--- src/rtl/modulator_pkg.sv ---
// Shared constants for the modulator datapath: comparator relation codes and default operand width.
// Pure declarations; no logic, no latency, no flow control.
// Imported by comparator and comparator_core.
package modulator_pkg;

    localparam int MOD_WIDTH = 8;

    localparam int CMP_LT = 0;
    localparam int CMP_LE = 1;
    localparam int CMP_GT = 2;
    localparam int CMP_GE = 3;
    localparam int CMP_EQ = 4;
    localparam int CMP_NE = 5;

endpackage

--- src/rtl/comparator_core.sv ---
// Combinational magnitude compare producing less-than and equal flags, unsigned or two's complement.
// Latency: none (pure combinational).
// Backpressure: none; evaluates continuously.
module comparator_core
    import modulator_pkg::*;
#(
    parameter int WIDTH      = MOD_WIDTH,
    parameter bit SIGNED_CMP = 1'b0
) (
    input  logic [WIDTH-1:0] a,
    input  logic [WIDTH-1:0] b,
    output logic             lt,
    output logic             eq
);

    // Flipping both sign bits maps two's complement order onto unsigned order,
    // so one unsigned comparator serves both modes.
    localparam logic [WIDTH-1:0] SIGN_FLIP =
        SIGNED_CMP ? {1'b1, {(WIDTH-1){1'b0}}} : {WIDTH{1'b0}};

    logic [WIDTH-1:0] a_k;
    logic [WIDTH-1:0] b_k;

    assign a_k = a ^ SIGN_FLIP;
    assign b_k = b ^ SIGN_FLIP;

    assign lt = (a_k < b_k);
    assign eq = (a == b);

endmodule

--- src/rtl/comparator.sv ---
// Registered magnitude comparator: out = relation(in1, in2), relation fixed by CMP_MODE.
// Latency: 1 clock from sampling edge to out; one compare per clock.
// Backpressure: none; no handshake or enable, synchronous active-high reset clears out.
module comparator
    import modulator_pkg::*;
#(
    parameter int WIDTH      = MOD_WIDTH,
    parameter int CMP_MODE   = CMP_LT,
    parameter int SIGNED_CMP = 0
) (
    input  logic             clk,
    input  logic             rst,
    input  logic [WIDTH-1:0] in1,
    input  logic [WIDTH-1:0] in2,
    output logic             out
);

    logic lt;
    logic eq;
    logic rel;

    comparator_core #(
        .WIDTH      (WIDTH),
        .SIGNED_CMP (SIGNED_CMP != 0)
    ) u_core (
        .a  (in1),
        .b  (in2),
        .lt (lt),
        .eq (eq)
    );

    // CMP_MODE is an elaboration constant, so this collapses to a single gate.
    always_comb begin
        rel = lt;
        case (CMP_MODE)
            CMP_LE:  rel = lt | eq;
            CMP_GT:  rel = ~(lt | eq);
            CMP_GE:  rel = ~lt;
            CMP_EQ:  rel = eq;
            CMP_NE:  rel = ~eq;
            default: rel = lt;
        endcase
    end

    always_ff @(posedge clk) begin
        if (rst) begin
            out <= 1'b0;
        end else begin
            out <= rel;
        end
    end

endmodule

--- config.mk ---
export PLATFORM = sky130hd
export DESIGN_NAME = comparator
export DESIGN_NICKNAME = d
export VERILOG_FILES = /design/src/rtl/modulator_pkg.sv /design/src/rtl/comparator_core.sv /design/src/rtl/comparator.sv
export SDC_FILE = /design/constraint.sdc
export NUM_CORES = 1
export LEC_CHECK = 0
export ABC_AREA = 1
export ABC_CLOCK_PERIOD_IN_PS = 950
export CAP_MARGIN = 15
export CORE_AREA = 2 2 39 41
export CTS_BUF_LIST = sky130_fd_sc_hd__clkbuf_2
export DETAILED_ROUTE_END_ITERATION = 8
export DIE_AREA = 0 0 41 43
export SYNTH_ARGS = -nofsm -noshare
export SYNTH_HDL_FRONTEND = slang
export SYNTH_SLANG_ARGS = --single-unit
--- constraint.sdc ---
create_clock -name clk -period 0.95 [get_ports clk]
set_clock_uncertainty 0.15 [all_clocks]
set_input_delay 0.1425 -clock clk [delete_from_list [all_inputs] [get_ports clk]]
set_output_delay 0.1425 -clock clk [all_outputs]
set_load 0.02 [all_outputs]
# After elaboration in Yosys (flattened, before gate mapping)
# Cells that the tools add are included.
word_totals:
  ff_bits: 1
  latch_bits: 0
  mem_bits_rw: 0
  rom_bits: 0
  inputBits: 18
  out_inout_bits: 1
  wordCells: 2
  mem_count: 0
classes:
  addsub: 0
  n_mul: 0
  div_mod_pow: 0
  magnitude_cmp: 1
  eq_ne: 0
  shifts: 0
  n_mux: 0
  n_bitwise: 0
  n_reduce_logical: 0
ops:
  columns: ["cell", "count"]
  rows:
  - ["$lt A8 B8 Y1", 1]

# Depth between registers and ports, before layout
logic_depth:
  word_depth: 1
  mapped_depth: 7
  mapped_depth_nobuf: 7

# Cells and area by module
# From an unflattened synthesis, not the netlist that was laid out.
hier_totals:
  cells_unflattened: 40
  area_unflattened_um2: 251.5
by_module_without_submodules:
  columns: ["mod", "n_inst", "cells_each", "area_per_inst_um2", "seq_area_each_um2"]
  rows:
  - ["comparator_core", 1, 37, 221.5, 0.0]
  - ["comparator", 1, 3, 30.0, 20.0]

# Worst setup path before layout
# OpenSTA, ideal clock, no wires.
synth_timing:
  path_kind: "input -> register"
  start: "input in2[5]"
  end: "register out"
  setup_time_ns: 0.066
  arrival_time_ns: 0.797
  t_required_ns: 0.734
  path_slack_ns: -0.063
  path_stages: 7
  n_path_buf: 0
  cell_sequence: "inv_1 -> ha_1 -> nand2_1 -> inv_1 -> o21bai_1 -> nand3_1 -> a21oi_2"
synth_via:
  elab_chain_len: 1
synth_lines:
  columns: ["element", "line", "rtl"]
  rows:
  - ["from (decl)", "comparator.sv:14", "input logic [WIDTH-1:0] in2,"]
  - ["$lt A8 B8 Y1", "comparator_core.sv:27", "assign lt = (a_k < b_k);"]
  - ["to (signal assigned)", "comparator.sv:49", "out <= rel;"]
  - ["to (decl)", "comparator.sv:15", "output logic out"]
# No other way between the ends.
# A chain may end at the register's enable or synchronous reset.

# Final worst setup path
layout_timing:
  start: "input in1[2]"
  end: "register out"
layout_via:
  elab_chain_len: 1
layout_lines:
  columns: ["element", "line", "rtl"]
  rows:
  - ["from (decl)", "comparator.sv:13", "input logic [WIDTH-1:0] in1,"]
  - ["$lt A8 B8 Y1", "comparator_core.sv:27", null]
# No other way between the ends.

==> impl_results.md <==
- Worst EP required: 0.68 ns
- Detailed Route WL: 492 um
- Die Wd: a little over 40 um
- Initial antenna violation count: 0
- Post-Synth XOR/XNOR Area: 0%
- Post-route antenna net violation count: 0
- Largest Register: out
- Fin nets: 80
- Area share of and/or/nand/nor cells after synthesis: 22.7%
- DRT met1 WL: around 180 um
- Uppermost layer routed: met3
- Vias in the first global route: 271
- DRC viols: 0
- Peak supply drop: 0.198 mV
- Total power: 228 uW
- Hold Buf Count CTS: 0
- Gr usage total: around 6.3%
- Hold path start: in1[6]
- Post-place instance area: 478 sq um
- DR pass1 iterations: 1
- Synth warn: 0
- Avg Inst Size Synth: 6.29 sq um
- Synthesis-to-layout area growth: 118%
- Setup WS pre-CTS: -0.724 ns
- Placement row count: 14
- Post-layout util: 34.7%
- IO Pins: 19
- Detailed Place HPWL: 415 um
- Routed len/inst: 7.13 um
- Worst Max-Slew Pin Slew: 0.204 ns
- Static Leak: 0.000246 uW
- Syn Nets: 60
- Synthesized cell area: ~220 sq um
- CP endpoint kind: register
- Critical Path Source: in1[2]
- Final Hold Viols: 0
- Final setup violation count: 1
- Violated checks: negative setup slack
- Cell count after synthesis: 35
- Post-synthesis register bit count: 1
- Met3 WL: roughly 54 um
- Fmax: 894 MHz
- 1st-iter DRT viols: 0
- Post-synthesis cell type count: 9
- Final Max Slew Viols: 0
- IO buf count: 18
- Biggest regs: out: 1 flops
- Status: complete, but fails checks
- Global-route wire length before repair: roughly 850 um
- Max_slew headroom: approximately 86%
- Pwr Density: about 470 nW/um^2
- Sequential area share after synthesis: 9.09%
- Minimum clock period: 1.12 ns
- Die area: about 1800 sq um
- Congestion Overflow GR: 0
- Vias per inst: ~3.8
- Largest register FFs: 1
- Worst hold path class: in2reg
- Setup TNS: -0.169 ns
- Largest family of logic cells by synthesized area: adder cells
- Core area: roughly 1400 sq um
- GP Congestion: 0.531
- Ant diodes: 0
- MaxCap Viol Count: 0
- Initial Util: 15.9%
- CP Class: in2reg
- DIE HEIGHT: between 40 and 50 um
- Wire length on met2: 253 um
- Clock-pin slew on the worst setup and hold paths: 0 ns
- CP Launch Type: input port
- Post-CTS setup buffer count: 0
- Crit-path max FO: 1
- Unrepaired setup endpoints after global routing: true
- Largest net degree at the start of global routing: 3
- Compound-gate portion of the synthesized area: roughly a tenth
- Mux share of post-synthesis cell area: 0%
- Arr. time, crit path: 0.85 ns
- Final WS setup: -0.169 ns
- Routed via count: 260
- Share of cells above drive strength 1: 50.9%
- Final Cycle Share: 118%
- Synth Area in Adders: 39.8%
- Design Area, Final: 480 sq um
==> path summary, 6_finish.rpt <==
| path | endpoint | slack [ns] | depth (start not counted) |
|---|---|---|---|
| worst max-delay path | out$_SDFF_PP0_ | -0.17 | 7 |
| worst min-delay path | out$_SDFF_PP0_ | 0.40 | 5 |
==> stage by stage <==
stage / hold slack, ns / cells
CTS: 0.418 / 69
detailed placement: 0.668 / 69
floorplan: 0.174 / 35
global route: 0.434 / 69
global placement: 0.663 / 69
finish: 0.399 / 69
==> metal layers <==
layer	vias to the layer above	global-route usage (%)
met3	0	0
met1	105	7.32
met5	-	0
li1	142	-
met4	0	0
met2	13	12.5
==> cells in the final DEF, fill, tap and decap left out <==
cell and instances:
clkdlybuf4s50_1 1, buf_12 1, inv_12 1, buf_6 1, dlygate4sd2_1 3, o21bai_1 1, nand2_2 2, inv_2 4
ha_1 1, nand2_1 8, clkbuf_2 4, a21oi_2 1, dfxtp_1 1, nor2_1 2, inv_1 4, clkdlybuf4s15_1 3
buf_2 5, a21oi_1 1, inv_4 2, nand3_1 1, ha_4 6
==> where the power goes <==
part	internal [uW]	switching (uW)
clock	0	0
sequential	47.0	0.904
combinational	101	78.3
total	149	79.2
==> cell families (layout without fill, tap and decap cells) <==
logic type / count (synthesis) / in the layout
and+or+nand+nor: 13 / 13
adders and majority gates: 7 / 7
buffers and inverters: 11 / 29
AOI/OAI and AO/OA: 3 / 3
DFF: 1 / 1
==> cells in the mapped netlist <==
cell / count / area, sq um
nand3_1: 1 / 5.00
a21oi_2: 1 / 8.76
inv_1: 11 / 41.3
o21bai_1: 1 / 7.51
nand2_1: 10 / 37.5
a21oi_1: 1 / 5.00
nor2_1: 2 / 7.51
dfxtp_1: 1 / 20.0
ha_1: 7 / 87.6
==> timing repair <==
| action | CTS | global route |
|---|---|---|
| endpoints found under the setup margin | 2 | 1 |
| hold endpoints to repair | 0 | 0 |
| pin swaps | 14 | 12 |
| gates resized for setup | 48 | 14 |
==> final cells by class <==
type                            count  area (sq um)
Inverter                           11          58.8
Fill cell                         155           903
Tap cell                           16          20.0
Multi-Input combinational cell     23           239
Sequential cell                     1          20.0
Timing Repair Buffer               18           143
==> worst max-delay path: stages <==
cell	delay [ns]
clkdlybuf4s15_1	0.21
ha_4	0.28
nand2_2	0.04
inv_2	0.03
nand2_1	0.04
nand2_1	0.06
a21oi_2	0.05
Note: power is estimated with default switching activity, not from simulation.
